<file path="config.mk">
export PLATFORM = sky130hd
export DESIGN_NAME = wb_cmd_initiator_flat
export DESIGN_NICKNAME = d
export VERILOG_FILES = /design/src/rtl/wb_init_pkg.sv /design/src/rtl/wb_cmd_initiator_if.sv /design/src/rtl/wb_timeout_ctr.sv /design/src/rtl/wb_cmd_initiator.sv /design/src/flat_wrapper.sv
export SDC_FILE = /design/constraint.sdc
export NUM_CORES = 1
export LEC_CHECK = 0
export ABC_AREA = 1
export BUFFER_PORTS_ARGS = -buffer_cell sky130_fd_sc_hd__buf_2
export CORE_MARGIN = 1.5
export CORE_UTILIZATION = 53
export CTS_BUF_LIST = sky130_fd_sc_hd__clkbuf_4
export CTS_CLUSTER_DIAMETER = 100
export DETAILED_ROUTE_END_ITERATION = 6
export HOLD_SLACK_MARGIN = 0.06
export PLACE_DENSITY = 0.88
export SYNTH_ARGS = -nofsm -noshare
export SYNTH_HDL_FRONTEND = slang
export SYNTH_HIERARCHICAL = 1
export SYNTH_SLANG_ARGS = --single-unit
</file>
<file path="constraint.sdc">
create_clock -name wb_clk_i -period 4.8 [get_ports wb_clk_i]
set_input_delay 0.48 -clock wb_clk_i [delete_from_list [all_inputs] [get_ports wb_clk_i]]
set_output_delay 0.48 -clock wb_clk_i [all_outputs]
set_load 0.01 [all_outputs]
</file>
<file path="src/rtl/wb_init_pkg.sv">
// Shared types and response codes for the Wishbone command initiator.
package wb_init_pkg;

  typedef enum logic [1:0] {
    IDLE = 2'd0,
    BUS  = 2'd1,
    RESP = 2'd2
  } state_t;

  localparam logic [1:0] RSP_OK      = 2'b00;
  localparam logic [1:0] RSP_BUS_ERR = 2'b01;
  localparam logic [1:0] RSP_TIMEOUT = 2'b10;

endpackage

</file>
<file path="src/rtl/wb_cmd_initiator_if.sv">
// Command, response and Wishbone master signals of the initiator.
interface wb_cmd_initiator_if #(
  parameter int AW = 32,
  parameter int DW = 32
);
  logic              cmd_valid;
  logic              cmd_ready;
  logic              cmd_we;
  logic [AW-1:0]     cmd_adr;
  logic [DW-1:0]     cmd_dat;
  logic [DW/8-1:0]   cmd_sel;

  logic              rsp_valid;
  logic              rsp_ready;
  logic [DW-1:0]     rsp_dat;
  logic [1:0]        rsp_code;

  logic              wbm_cyc_o;
  logic              wbm_stb_o;
  logic              wbm_we_o;
  logic [DW/8-1:0]   wbm_sel_o;
  logic [AW-1:0]     wbm_adr_o;
  logic [DW-1:0]     wbm_dat_o;
  logic [DW-1:0]     wbm_dat_i;
  logic              wbm_ack_i;
  logic              wbm_err_i;

  modport master (
    input  cmd_valid, cmd_we, cmd_adr, cmd_dat, cmd_sel, rsp_ready,
           wbm_dat_i, wbm_ack_i, wbm_err_i,
    output cmd_ready, rsp_valid, rsp_dat, rsp_code,
           wbm_cyc_o, wbm_stb_o, wbm_we_o, wbm_sel_o, wbm_adr_o, wbm_dat_o
  );

  modport slave (
    output cmd_valid, cmd_we, cmd_adr, cmd_dat, cmd_sel, rsp_ready,
           wbm_dat_i, wbm_ack_i, wbm_err_i,
    input  cmd_ready, rsp_valid, rsp_dat, rsp_code,
           wbm_cyc_o, wbm_stb_o, wbm_we_o, wbm_sel_o, wbm_adr_o, wbm_dat_o
  );
endinterface

</file>
<file path="src/rtl/wb_timeout_ctr.sv">
// Counts STB-high cycles; expire marks the last permitted cycle of a transfer.
module wb_timeout_ctr #(
  parameter int TIMEOUT_CYCLES = 255,
  localparam int TW = $clog2(TIMEOUT_CYCLES)
) (
  input  logic clk,
  input  logic rst,
  input  logic clear,
  input  logic enable,
  output logic expire
);
  logic [TW-1:0] count_reg;

  always_ff @(posedge clk or posedge rst) begin
    if (rst) begin
      count_reg <= '0;
    end else if (clear) begin
      count_reg <= '0;
    end else if (enable) begin
      count_reg <= count_reg + 1'b1;
    end
  end

  assign expire = (count_reg == TW'(TIMEOUT_CYCLES - 1));
endmodule

</file>
<file path="src/rtl/wb_cmd_initiator.sv">
// Single-transfer Wishbone classic initiator driven by a valid/ready command port.
module wb_cmd_initiator
  import wb_init_pkg::*;
#(
  parameter int AW             = 32,
  parameter int DW             = 32,
  parameter int TIMEOUT_CYCLES = 255
) (
  input  logic                 wb_clk_i,
  input  logic                 wb_rst_i,
  wb_cmd_initiator_if.master   bus,
  output logic                 irq_o
);
  state_t            state_reg;
  logic              cyc_reg;
  logic              stb_reg;
  logic              we_reg;
  logic [DW/8-1:0]   sel_reg;
  logic [AW-1:0]     adr_reg;
  logic [DW-1:0]     dat_o_reg;
  logic              rsp_valid_reg;
  logic [DW-1:0]     rsp_dat_reg;
  logic [1:0]        rsp_code_reg;
  logic              irq_reg;

  logic              accept;
  logic              timer_en;
  logic              timer_expire;

  assign bus.cmd_ready = (state_reg == IDLE) & ~wb_rst_i;
  assign accept        = (state_reg == IDLE) & bus.cmd_valid;
  assign timer_en      = (state_reg == BUS) & ~bus.wbm_ack_i & ~bus.wbm_err_i & ~timer_expire;

  wb_timeout_ctr #(
    .TIMEOUT_CYCLES(TIMEOUT_CYCLES)
  ) u_timeout (
    .clk    (wb_clk_i),
    .rst    (wb_rst_i),
    .clear  (accept),
    .enable (timer_en),
    .expire (timer_expire)
  );

  always_ff @(posedge wb_clk_i or posedge wb_rst_i) begin
    if (wb_rst_i) begin
      state_reg     <= IDLE;
      cyc_reg       <= 1'b0;
      stb_reg       <= 1'b0;
      we_reg        <= 1'b0;
      sel_reg       <= '0;
      adr_reg       <= '0;
      dat_o_reg     <= '0;
      rsp_valid_reg <= 1'b0;
      rsp_dat_reg   <= '0;
      rsp_code_reg  <= RSP_OK;
      irq_reg       <= 1'b0;
    end else begin
      irq_reg <= 1'b0;
      case (state_reg)
        IDLE: begin
          if (bus.cmd_valid) begin
            cyc_reg   <= 1'b1;
            stb_reg   <= 1'b1;
            we_reg    <= bus.cmd_we;
            sel_reg   <= bus.cmd_sel;
            adr_reg   <= bus.cmd_adr;
            dat_o_reg <= bus.cmd_we ? bus.cmd_dat : '0;
            state_reg <= BUS;
          end
        end
        BUS: begin
          // err takes priority over a simultaneous ack
          if (bus.wbm_err_i) begin
            cyc_reg       <= 1'b0;
            stb_reg       <= 1'b0;
            rsp_code_reg  <= RSP_BUS_ERR;
            rsp_dat_reg   <= '0;
            rsp_valid_reg <= 1'b1;
            irq_reg       <= 1'b1;
            state_reg     <= RESP;
          end else if (bus.wbm_ack_i) begin
            cyc_reg       <= 1'b0;
            stb_reg       <= 1'b0;
            rsp_code_reg  <= RSP_OK;
            rsp_dat_reg   <= we_reg ? '0 : bus.wbm_dat_i;
            rsp_valid_reg <= 1'b1;
            state_reg     <= RESP;
          end else if (timer_expire) begin
            cyc_reg       <= 1'b0;
            stb_reg       <= 1'b0;
            rsp_code_reg  <= RSP_TIMEOUT;
            rsp_dat_reg   <= '0;
            rsp_valid_reg <= 1'b1;
            irq_reg       <= 1'b1;
            state_reg     <= RESP;
          end
        end
        RESP: begin
          if (bus.rsp_ready) begin
            rsp_valid_reg <= 1'b0;
            state_reg     <= IDLE;
          end
        end
        default: state_reg <= IDLE;
      endcase
    end
  end

  assign bus.wbm_cyc_o = cyc_reg;
  assign bus.wbm_stb_o = stb_reg;
  assign bus.wbm_we_o  = we_reg;
  assign bus.wbm_sel_o = sel_reg;
  assign bus.wbm_adr_o = adr_reg;
  assign bus.wbm_dat_o = dat_o_reg;
  assign bus.rsp_valid = rsp_valid_reg;
  assign bus.rsp_dat   = rsp_dat_reg;
  assign bus.rsp_code  = rsp_code_reg;
  assign irq_o         = irq_reg;
endmodule

</file>
<file path="src/flat_wrapper.sv">
// flat-port wrapper written by rule: the top's interface ports become plain ports
module wb_cmd_initiator_flat import wb_init_pkg::*;
#(
  parameter int AW             = 32,
  parameter int DW             = 32,
  parameter int TIMEOUT_CYCLES = 255
)
  (wb_clk_i, wb_rst_i, irq_o, bus_cmd_valid, bus_cmd_we, bus_cmd_adr, bus_cmd_dat, bus_cmd_sel, bus_rsp_ready, bus_wbm_dat_i, bus_wbm_ack_i, bus_wbm_err_i, bus_cmd_ready, bus_rsp_valid, bus_rsp_dat, bus_rsp_code, bus_wbm_cyc_o, bus_wbm_stb_o, bus_wbm_we_o, bus_wbm_sel_o, bus_wbm_adr_o, bus_wbm_dat_o);
  wb_cmd_initiator_if #(.AW(AW), .DW(DW)) bus_i ();
  input  logic wb_clk_i;
  input  logic wb_rst_i;
  output logic irq_o;
  input wire logic [$bits(bus_i.cmd_valid)-1:0] bus_cmd_valid;
  input wire logic [$bits(bus_i.cmd_we)-1:0] bus_cmd_we;
  input wire logic [$bits(bus_i.cmd_adr)-1:0] bus_cmd_adr;
  input wire logic [$bits(bus_i.cmd_dat)-1:0] bus_cmd_dat;
  input wire logic [$bits(bus_i.cmd_sel)-1:0] bus_cmd_sel;
  input wire logic [$bits(bus_i.rsp_ready)-1:0] bus_rsp_ready;
  input wire logic [$bits(bus_i.wbm_dat_i)-1:0] bus_wbm_dat_i;
  input wire logic [$bits(bus_i.wbm_ack_i)-1:0] bus_wbm_ack_i;
  input wire logic [$bits(bus_i.wbm_err_i)-1:0] bus_wbm_err_i;
  output wire logic [$bits(bus_i.cmd_ready)-1:0] bus_cmd_ready;
  output wire logic [$bits(bus_i.rsp_valid)-1:0] bus_rsp_valid;
  output wire logic [$bits(bus_i.rsp_dat)-1:0] bus_rsp_dat;
  output wire logic [$bits(bus_i.rsp_code)-1:0] bus_rsp_code;
  output wire logic [$bits(bus_i.wbm_cyc_o)-1:0] bus_wbm_cyc_o;
  output wire logic [$bits(bus_i.wbm_stb_o)-1:0] bus_wbm_stb_o;
  output wire logic [$bits(bus_i.wbm_we_o)-1:0] bus_wbm_we_o;
  output wire logic [$bits(bus_i.wbm_sel_o)-1:0] bus_wbm_sel_o;
  output wire logic [$bits(bus_i.wbm_adr_o)-1:0] bus_wbm_adr_o;
  output wire logic [$bits(bus_i.wbm_dat_o)-1:0] bus_wbm_dat_o;
  assign bus_i.cmd_valid = bus_cmd_valid;
  assign bus_i.cmd_we = bus_cmd_we;
  assign bus_i.cmd_adr = bus_cmd_adr;
  assign bus_i.cmd_dat = bus_cmd_dat;
  assign bus_i.cmd_sel = bus_cmd_sel;
  assign bus_i.rsp_ready = bus_rsp_ready;
  assign bus_i.wbm_dat_i = bus_wbm_dat_i;
  assign bus_i.wbm_ack_i = bus_wbm_ack_i;
  assign bus_i.wbm_err_i = bus_wbm_err_i;
  assign bus_cmd_ready = bus_i.cmd_ready;
  assign bus_rsp_valid = bus_i.rsp_valid;
  assign bus_rsp_dat = bus_i.rsp_dat;
  assign bus_rsp_code = bus_i.rsp_code;
  assign bus_wbm_cyc_o = bus_i.wbm_cyc_o;
  assign bus_wbm_stb_o = bus_i.wbm_stb_o;
  assign bus_wbm_we_o = bus_i.wbm_we_o;
  assign bus_wbm_sel_o = bus_i.wbm_sel_o;
  assign bus_wbm_adr_o = bus_i.wbm_adr_o;
  assign bus_wbm_dat_o = bus_i.wbm_dat_o;
  wb_cmd_initiator #(.AW(AW), .DW(DW), .TIMEOUT_CYCLES(TIMEOUT_CYCLES)) u_core (.wb_clk_i(wb_clk_i), .wb_rst_i(wb_rst_i), .bus(bus_i), .irq_o(irq_o));
endmodule
</file>
# Yosys cells after proc, flatten, opt, wreduce, memory -nomap -nowiden
# Cells that the tools add are included.
# word_totals
reg_bits	116
in_bits	107
wordCells	66
out_inout_bits	108
# classes
muxes	29
reduce_logical	10
eq_ne	6
addsub	1
bitwise_logic	9
# op_table
operator	n
$mux 32	5
$mux 8	2
$mux 2	7
$mux 1	12
$reduce_and 3->1	3
$add 8x1->8 const B	1
$eq 8x8->1 const B	1
$pmux 2 s3	1
$reduce_bool 2->1	3
$and 1x1->1	5
$ne 2x2->1 const B	2
$ne 4x3->1 const B	1
$not 1->1	4
$pmux 1 s2	2
$reduce_and 2->1	2
$reduce_bool 3->1	1
$eq 2x1->1 const B	1
$eq 2x2->1 const B	1
$logic_not 2->1	1

# Longest topological paths before layout
# Gate-level depths: netlist (run 1).
# depth
depth_word	6
depth_mapped	13
depth_no_buf	13

# Hierarchy
# The synthesis (run 1) kept the hierarchy.
# by_module_without_submodules
mod	area_per_inst_um2	cells_per_inst	seq_area_each_um2	n_inst
wb_cmd_initiator	4372.9	494	2702.6	1
wb_timeout_ctr	470.5	60	200.2	1

# Least setup slack after synthesis (run 1)
# No wires, ideal clock.
# synth_path
path_kind	register to register
start	reg u_core.u_timeout.count_reg[3]
end	reg u_core.u_timeout.count_reg[2]
arrival_time_ns	1.542
setup_slack_ns	3.131
setup_time_ns	0.128
path_stages_with_launch	12
cell_sequence	dfrtp_1 nand2_2 nor2_4 nand2_1 nor2_1 nor2_1 nand2_1 inv_1 nor2_4 nor2_2 o21ai_0 a21oi_1
# synth_between
elab_chain_cells	4
# synth_lines
element	line	rtl
from (decl)	wb_timeout_ctr.sv:12	logic [TW-1:0] count_reg;
from (signal assigned)	wb_timeout_ctr.sv:20	count_reg <= count_reg + 1'b1;
$eq 8x8->1	wb_timeout_ctr.sv:24	assign expire = (count_reg == TW'(TIMEOUT_CYCLES - 1));
named net u_core.timer_expire	wb_cmd_initiator.sv:28	logic timer_expire;
$not 1->1	wb_cmd_initiator.sv:32	assign timer_en = (state_reg == BUS) & ~bus.wbm_ack_i & ~bus.wbm_err_i & ~timer_expire;
$and 1x1->1	wb_cmd_initiator.sv:32	
named net u_core.timer_en	wb_cmd_initiator.sv:27	logic timer_en;
$reduce_bool 2->1 (no source line)	-	
# The timed path passes the listed nets, and every way through them passes these cells.
# A chain may end at the register's enable or synchronous reset.

# Final worst setup path (run 1)
# layout_path
start	reg u_core.u_timeout.count_reg[2]
end	reg u_core.rsp_dat_reg[2] (netlist: u_core/bus.rsp_dat[2])
# layout_between
elab_chain_cells	3
# layout_lines
element	line	rtl
$eq 8x8->1	wb_timeout_ctr.sv:24	
named net u_core.timer_expire	wb_cmd_initiator.sv:28	
$reduce_bool 3->1 (no source line)	-	
$reduce_and 2->1 (no source line)	-	
to (signal assigned)	wb_cmd_initiator.sv:85	rsp_dat_reg <= we_reg ? '0 : bus.wbm_dat_i;
to (decl)	wb_cmd_initiator.sv:22	logic [DW-1:0] rsp_dat_reg;
# The timed path passes the listed nets, and every way through them passes these cells.

==> flow_summary.yaml, run 1 <==
clocking:
  cts_made_buffers: 17
  post_cts_buffers: 0
  cts_root_buf: "clkbuf_4"
  clk_latency_ps: 470
  path_clk_slew_ps: 110
  ctsLongestPathBuffers: 2
  cts.sink_count: 116
  h-tree-depth: 4
  cts_tree: "built"
critical_path:
  arrival_ps: 2560
  r2r_start: "u_core/u_timeout/count_reg[2]$_DFFE_PP0P_"
  required_ps: 5110
  endpoint_kind: "register"
  r2r_end: "u_core/bus.rsp_dat[2]$_DFFE_PP0P_"
  crit_path_end: "u_core/bus.rsp_dat[2]$_DFFE_PP0P_"
  critPathKind: "register to register"
  rrSetupSlack_ps: 2550
  start_kind: "register"
  path_max_fanout: 67
  reg2reg_depth: 9
  critPathLaunch: "u_core/u_timeout/count_reg[2]$_DFFE_PP0P_"
power:
  ir_drop_uv: 367
  power-per-cell-area_nw_per_um2: 623
  p_leak_nw: 3.52
cells_and_area:
  drive_gt1_share_pct: 33.9
  fin_cells: 881
  num_antenna_cells: 0
  layout_common_cells: "nand2_1, buf_2, dfrtp_1, o21ai_0, o21ai_1"
  final_nets: 874
  final_common_cell: "nand2_1"
  area_growth_syn_to_layout_pct: 29.3
logic_synthesis:
  synthXorXnorAreaFrac_pct: 0
  ys_types: 24
  ys_ff_latch: 116
  synth_fp_nets: 668
  ys_async_sr_fraction_pct: 100
  seq_area_frac_synth_pct: 59.9
  synth_cells: 554
  synth_top_family_by_area: "simple AND/OR/NAND/NOR gates"
  syn_avg_cell_area_um2: 8.74
  synth_compound_area_share_pct: 7.70
  synthFlopType: "dfrtp_1"
  synth-adder-area-share_pct: 1.81
  synth_area_um2: 4840
  synth-simple-area-share_pct: 25.2
  ys_warn_count: 6
  synth_edf_count: 0
  synthMuxAreaShare_pct: 0
place:
  placed_cells: 848
  io_buffers: 214
  hpwl_mm: 8.21
  pre_cts_slack_ps: 2640
  routabilityCongestion: 0.828
floorplan:
  fp.dieH_um: 98.6
  dieArea_um2: 9720
  core_um2: 8810
  initial_core_util_pct: 55.0
  pin_count: 215
  num_rows: 34
  fp.dieW_um: 98.6
detailed_routing:
  routed_wl_mm: 11.7
  remaining_drc_errors: 18
  drtIter0Drc: 199
  wl_per_cell_um: 13.2
  first_pass_iters: 7
  antenna_left: 0
  vias_per_cell: 4.93
  vias: 4343
sta:
  fin_crit_ps: 2250
  max_freq_ghz: 0.444
  period_share_pct: 46.9
  setup_ws_ps: 2550
  tns_ps: 0
  relSlewSlack_pct: 23.6
  finalSetupViolCount: 0
  final.setup_skew_ps: 12.1
  slew_viol_final: 0
  rsz0062_at_grt: "false"
  hold_viol: 0
  tightest_slew_ps: 1140
global_route:
  grt_busiest_layer: "met2"
  grtUsageMet2_pct: 41.6
  grt_use_met3_pct: 8.44
  overflow: 0
  grt_pass1_wl_mm: 18.6
  grt_pass1_vias: 4201
  use_met1_pct: 28.0
  grt_max_degree: 102
  antenna_found_initial: 0
  grt_util_all_layers_pct: 23.9
flow_run:
  drv_cap: 0
min_path:
  hold_class: "primary input to register"
run_status:
  status: "complete, but fails checks"
  violations: "design-rule violations"
==> cell usage after synthesis, types with 5 or more instances <==
library cell	number	area, um2
ha_1	7	87.6
nand2_1	274	1030
a21oi_1	5	25.0
nand3_1	5	25.0
o21ai_1	26	130
inv_1	17	63.8
nor2_1	12	45.0
nand4_1	5	31.3
clkbuf_1	10	37.5
buf_2	7	35.0
buf_4	6	45.0
dfrtp_1	116	2900
o21ai_0	42	210
==> area by class of cell <==
type | count | area (um2)
Clock buffer | 19 | 143
Tap cell | 108 | 135
Fill cell | 692 | 2540
Multi-Input combinational cell | 389 | 1680
Timing Repair Buffer | 217 | 1100
Inverter | 19 | 75.1
Clock inverter | 13 | 231
Sequential cell | 116 | 2900
==> timing repair <==
action	4_1_cts	5_1_grt
resized for setup	0	0
hold buffers	1	0
hold endpoints to repair	8	0
==> critical path: stages, from the launching register on <==
cell	delay, ps
dfrtp_1	470
nand2_2	90
nor2_4	150
nand2_1	70
nor2_1	190
inv_1	60
nand2_1	80
nand2_2	580
nand2_1	270
o21ai_1	100
==> per-stage QoR <==
stage	hold WS (ps)	total power, mW	cell area, um2	util [%]
4_1_cts	155	3.94	6260	71.1
3_5_place_dp	458	3.02	5880	66.8
3_3_place_gp	452	2.95	5880	66.8
5_1_grt	135	4.19	6260	71.1
2_1_floorplan	296	2.47	4840	-
6_report	199	3.90	6260	71.1
==> worst min-delay path by stage <==
stage	startpoint	to	slack [ps]	cells past startpoint
6_report	bus_cmd_adr[3]	u_core/bus.wbm_adr_o[3]$_DFFE_PP0P_	200	3
2_1_floorplan	wb_rst_i	u_core/u_timeout/count_reg[0]$_DFFE_PP0P_	300	1
3_5_place_dp	u_core/bus.rsp_code[1]$_DFFE_PP0P_	u_core/bus.rsp_code[1]$_DFFE_PP0P_	460	2
5_1_grt	bus_cmd_adr[23]	u_core/bus.wbm_adr_o[23]$_DFFE_PP0P_	130	3
3_3_place_gp	u_core/bus.rsp_code[1]$_DFFE_PP0P_	u_core/bus.rsp_code[1]$_DFFE_PP0P_	450	2
4_1_cts	bus_cmd_adr[3]	u_core/bus.wbm_adr_o[3]$_DFFE_PP0P_	160	3
==> layer usage <==
layer  wire length, um  part of all wire, %
met5                 0                    0
met4               170                  1.5
met3               966                  8.3
met2              5850                   50
met1              4680                   40
==> where the power goes <==
part	internal [mW]	switching, mW	total [mW]	leakage (nW)
sequential	1.38	0.220	1.60	1.51
clock	0.531	0.364	0.895	0.193
combinational	0.533	0.877	1.41	1.82
total	2.44	1.46	3.90	3.52
==> cells by family after synthesis <==
| family | Yosys count |
|---|---|
| compound gates | 74 |
| fa+ha+maj | 7 |
| flops | 116 |
| simple gates | 308 |
| buf+inv | 49 |
Power figures use the tool's default switching activity.
==> run 2: changes to the inputs <==
--- a/config.mk
+++ b/config.mk
@@ -8,12 +8,12 @@
 export ABC_AREA = 1
 export BUFFER_PORTS_ARGS = -buffer_cell sky130_fd_sc_hd__buf_2
 export CORE_MARGIN = 1.5
-export CORE_UTILIZATION = 53
+export CORE_UTILIZATION = 49
 export CTS_BUF_LIST = sky130_fd_sc_hd__clkbuf_4
 export CTS_CLUSTER_DIAMETER = 100
 export DETAILED_ROUTE_END_ITERATION = 6
 export HOLD_SLACK_MARGIN = 0.06
-export PLACE_DENSITY = 0.88
+export PLACE_DENSITY = 0.83
 export SYNTH_ARGS = -nofsm -noshare
 export SYNTH_HDL_FRONTEND = slang
 export SYNTH_HIERARCHICAL = 1
==> constraint.sdc (replaced) <==
create_clock -name wb_clk_i -period 2.1 [get_ports wb_clk_i]
set_input_delay 0.21 -clock wb_clk_i [delete_from_list [all_inputs] [get_ports wb_clk_i]]
set_output_delay 0.21 -clock wb_clk_i [all_outputs]
set_load 0.01 [all_outputs]
==> flow_summary.yaml, run 2 (synthesized netlist as in run 1, its figures left out) <==
run_status:
  status: "complete, no violations"
min_path:
  hp-start: "bus_cmd_valid"
  hold_class: "primary input to register"
  min_path_cells: 5
  whs_endpoint: "u_core/bus.wbm_stb_o$_DFFE_PP0P_"
sta:
  rsz0062_at_grt: "false"
  slew_viol_final: 0
  tightest_slew_ps: 705
  fin_crit_ps: 1900
  period_share_pct: 90.4
  final.setup_skew_ps: 11.6
  hold_viol: 0
  relSlewSlack_pct: 53.0
  tns_ps: 0
  finalSetupViolCount: 0
  setup_ws_ps: 202
  max_freq_ghz: 0.527
detailed_routing:
  first_pass_iters: 5
  antenna_left: 0
  drtIter0Drc: 214
  vias_per_cell: 4.93
  vias: 4993
  remaining_drc_errors: 0
  routed_wl_mm: 14.8
  wl_per_cell_um: 14.6
cells_and_area:
  area_growth_syn_to_layout_pct: 50.6
  drive_gt1_share_pct: 30.3
  finish.utilization_pct: 75.3
  fillers: 611
  final_nets: 980
  num_antenna_cells: 0
  fin_area_um2: 7290
  final_common_cell: "nand2_1"
  layout_common_cells: "nand2_1, buf_2, dfrtp_1, dlygate4sd3_1, o21ai_0"
clocking:
  path_clk_slew_ps: 110
  ctsLongestPathBuffers: 2
  h-tree-depth: 4
  cts_made_buffers: 17
  cts.sink_count: 116
  cts_tree: "built"
  cts_root_buf: "clkbuf_4"
  clk_latency_ps: 500
critical_path:
  start_kind: "register"
  critPathKind: "register to register"
  path_max_fanout: 36
  slowest_delay_ps: 420
  arrival_ps: 2340
  worst_path_most_repeated_cell: "nand2_1"
  crit_family: "buffers and inverters"
  crit_chain: "inv_1 -> ha_1 -> nand2_2 -> clkinv_2 -> buf_4 -> nand2_1 -> nand2_1"
  r2r_start: "u_core/state_reg[1]$_DFFE_PP0P_"
  critPathBufInv: 3
  endpoint_kind: "register"
  r2r_end: "u_core/bus.wbm_adr_o[12]$_DFFE_PP0P_"
  rrSetupSlack_ps: 200
  required_ps: 2540
  cp_slowest_cell: "dfrtp_1"
  reg2reg_depth: 7
floorplan:
  core_um2: 9680
  initial_core_util_pct: 50.0
  num_rows: 36
  pin_count: 215
  dieArea_um2: 10500
  fp.dieW_um: 102
  fp.dieH_um: 102
place:
  routabilityCongestion: 0.821
  place_area_um2: 5970
  pre_cts_slack_ps: 222
  io_buffers: 214
  hpwl_mm: 8.44
global_route:
  grt_pass1_vias: 4933
  grt_max_degree: 94
  grt_pass1_wl_mm: 22.0
  grt_util_all_layers_pct: 27.5
  antenna_found_initial: 0
  overflow: 0
flow_run:
  drv_cap: 0
power:
  ir_drop_uv: 715
  p_leak_nw: 3.93
  power-per-cell-area_nw_per_um2: 1220
==> run 2: worst min-delay path, cell delays in order <==
cell and delay [ps]:
buf_2 110, inv_1 60, a21oi_1 80, nand2_1 50, nand2_1 50
==> run 2: how the worst max path moves through the flow <==
stage                                                   start                                         to  slack [ps]  depth (start not counted)
global placement    u_core/u_timeout/count_reg[3]$_DFFE_PP0P_  u_core/u_timeout/count_reg[2]$_DFFE_PP0P_         290                         11
finish                        u_core/state_reg[1]$_DFFE_PP0P_       u_core/bus.wbm_adr_o[12]$_DFFE_PP0P_         200                          7
detailed placement  u_core/u_timeout/count_reg[3]$_DFFE_PP0P_  u_core/u_timeout/count_reg[2]$_DFFE_PP0P_         220                         11
global route                  u_core/state_reg[0]$_DFFE_PP0P_       u_core/bus.wbm_adr_o[12]$_DFFE_PP0P_          40                          7
floorplan           u_core/u_timeout/count_reg[3]$_DFFE_PP0P_  u_core/u_timeout/count_reg[2]$_DFFE_PP0P_         430                         11
CTS                 u_core/u_timeout/count_reg[3]$_DFFE_PP0P_  u_core/u_timeout/count_reg[2]$_DFFE_PP0P_         200                         11
==> run 2: through the flow <==
stage	instances	hold slack, ps	total power, mW
after CTS	1012	66.7	8.80
after floorplan	554	25.7	5.64
after detailed placement	877	211	6.98
after global routing	1012	136	9.50
after global placement	877	208	6.83
final	1012	108	8.88
==> run 2: timing repair <==
action,in CTS,in global routing
hold buffers,103,0
buffers inserted,0,0
setup endpoints to repair,0,3
gates resized for setup,0,2
hold endpoints to repair,219,0
==> run 2: area by class of cell <==
| class | instances | area, um2 | area share [%] |
|---|---|---|---|
| clock inverter | 15 | 165 | 2.26 |
| multi-input combinational | 389 | 1680 | 23.1 |
| inverter | 19 | 76.3 | 1.05 |
| tap | 133 | 166 | 2.28 |
| clock buffer | 17 | 128 | 1.75 |
| timing repair buffer | 323 | 2170 | 29.8 |
| sequential | 116 | 2900 | 39.8 |
==> run 2: report_power, final <==
| group | internal (mW) | total [mW] | leakage [nW] | switching (mW) |
|---|---|---|---|---|
| sequential | 3.15 | 3.68 | 1.51 | 0.535 |
| clock | 0.810 | 1.64 | 0.148 | 0.832 |
| combinational | 1.40 | 3.56 | 2.27 | 2.16 |
| total | 5.36 | 8.88 | 3.93 | 3.53 |
==> run 2: layer usage <==
metal	routed length, um	track usage (%)
met1	5750	30.9
met2	7390	46.7
met3	1160	8.14
met4	470	15.4
met5	0	0
==> run 3: changes to the inputs <==
--- a/config.mk
+++ b/config.mk
@@ -9,7 +9,7 @@
 export BUFFER_PORTS_ARGS = -buffer_cell sky130_fd_sc_hd__buf_2
 export CORE_MARGIN = 1.5
 export CORE_UTILIZATION = 49
-export CTS_BUF_LIST = sky130_fd_sc_hd__clkbuf_4
+export CTS_BUF_LIST = sky130_fd_sc_hd__clkbuf_4 sky130_fd_sc_hd__clkbuf_8
 export CTS_CLUSTER_DIAMETER = 100
 export DETAILED_ROUTE_END_ITERATION = 6
 export HOLD_SLACK_MARGIN = 0.06
==> flow_summary.yaml, run 3 (synthesized netlist as in run 1, its figures left out) <==
run_status:
  status: "complete, no violations"
floorplan:
  core_um2: 9680
  initial_core_util_pct: 50.0
  dieArea_um2: 10500
  fp.dieH_um: 102
  num_rows: 36
  fp.dieW_um: 102
  pin_count: 215
global_route:
  grt_pass1_vias: 4820
  grt_util_all_layers_pct: 27.4
  overflow: 0
  grt_max_degree: 94
  antenna_found_initial: 0
  grt_pass1_wl_mm: 21.8
sta:
  slew_viol_final: 0
  fin_crit_ps: 1860
  max_freq_ghz: 0.536
  final.setup_skew_ps: 7.23
  hold_viol: 0
  setup_ws_ps: 235
  rsz0062_at_grt: "false"
  period_share_pct: 88.8
  tns_ps: 0
  tightest_slew_ps: 701
  finalSetupViolCount: 0
  relSlewSlack_pct: 53.3
detailed_routing:
  vias_per_cell: 4.91
  vias: 4961
  drtIter0Drc: 250
  antenna_left: 0
  routed_wl_mm: 14.7
  remaining_drc_errors: 0
  wl_per_cell_um: 14.5
  first_pass_iters: 5
clocking:
  cts_made_buffers: 17
  ctsLongestPathBuffers: 2
  cts.sink_count: 116
  path_clk_slew_ps: 60
  cts_tree: "built"
  post_cts_buffers: 0
  cts_root_buf: "clkbuf_8"
  h-tree-depth: 4
  clk_latency_ps: 410
place:
  hpwl_mm: 8.44
  routabilityCongestion: 0.821
  pre_cts_slack_ps: 222
  io_buffers: 214
min_path:
  hp-start: "bus_wbm_ack_i"
  hold_class: "primary input to register"
critical_path:
  required_ps: 2400
  r2r_start: "u_core/u_timeout/count_reg[3]$_DFFE_PP0P_"
  start_kind: "register"
  critPathKind: "register to register"
  critPathLaunch: "u_core/u_timeout/count_reg[3]$_DFFE_PP0P_"
  endpoint_kind: "register"
  arrival_ps: 2160
  path_max_fanout: 7
cells_and_area:
  layout_common_cells: "nand2_1, buf_2, dfrtp_1, dlygate4sd3_1, o21ai_0"
  final_common_cell: "nand2_1"
  area_growth_syn_to_layout_pct: 53.0
  num_antenna_cells: 0
  drive_gt1_share_pct: 30.5
  final_nets: 979
power:
  ir_drop_uv: 780
  p_leak_nw: 3.98
  power-per-cell-area_nw_per_um2: 1260
flow_run:
  drv_cap: 0
==> run 3: cell count changes in the layout (fill, tap and decap cells not counted), sizes merged <==
cell,change
dlygate4sd3,-1
clkinv,-2
clkbuf,+2
==> run 3: path summary, 6_finish.rpt <==
| path | endpoint | slack [ps] | depth (start not counted) |
|---|---|---|---|
| hold / removal | u_core/bus.rsp_code[1]$_DFFE_PP0P_ | 140 | 4 |
| hold reg to reg | u_core/bus.rsp_valid$_DFFE_PP0P_ | 470 | 2 |
| setup / recovery | u_core/u_timeout/count_reg[3]$_DFFE_PP0P_ | 240 | 11 |
| min in group asynchronous | u_core/u_timeout/count_reg[0]$_DFFE_PP0P_ | 330 | 3 |
| setup reg to reg | u_core/u_timeout/count_reg[3]$_DFFE_PP0P_ | 240 | 11 |
| max in group asynchronous | u_core/bus.wbm_sel_o[0]$_DFFE_PP0P_ | 1030 | 4 |
==> run 3: where the power goes <==
part	leakage, nW	switching [mW]	total (mW)	internal (mW)
Clock	0.203	0.880	2.11	1.23
Sequential	1.51	0.536	3.69	3.16
Combinational	2.27	2.15	3.55	1.40
Total	3.98	3.56	9.35	5.79
==> run 3: per-layer routing <==
layer	GRT usage (%)	vias up	wire length, um
li1	-	2349	-
met5	0	-	0
met2	47.3	257	7570
met3	8.07	38	1090
met1	30.8	2317	5730
met4	13.9	0	312
==> run 3: repair_timing <==
action                                  CTS  global route
hold buffers                            102             0
endpoints found under the setup margin    0             2
hold endpoints to repair                211             0
gates resized for setup                   0             2
==> run 3: area by class of cell <==
| cell class | instances | area, um2 |
|---|---|---|
| flip-flops and latches | 116 | 2900 |
| fillers | 593 | 2270 |
| clock buffers | 19 | 262 |
| multi-input cells | 389 | 1680 |
| clock inverters | 13 | 158 |
| inverters | 19 | 76.3 |
| well taps | 133 | 166 |
| repair buffers | 322 | 2160 |
==> run 3: metrics by stage <==
stage,area (um2),util [%],hold slack (ps),cells,total power [mW]
after floorplan,4850,-,25.7,554,5.64
after global placement,5970,61.6,208,877,6.83
after detailed placement,5970,61.6,211,877,6.98
after CTS,7410,76.5,96.8,1011,9.29
after global routing,7410,76.5,140,1011,9.97
final,7410,76.5,139,1011,9.35
==> run 3: worst max-delay path: stages, from the launching register on <==
cell and delay, ps:
dfrtp_1 420, nand2_2 100, nor2_4 180, nand2_1 70, nor2_1 160, nor2_1 90, nand2_2 130, inv_1 110
nor2_4 180, inv_1 100, a21oi_1 160, nor2_1 60
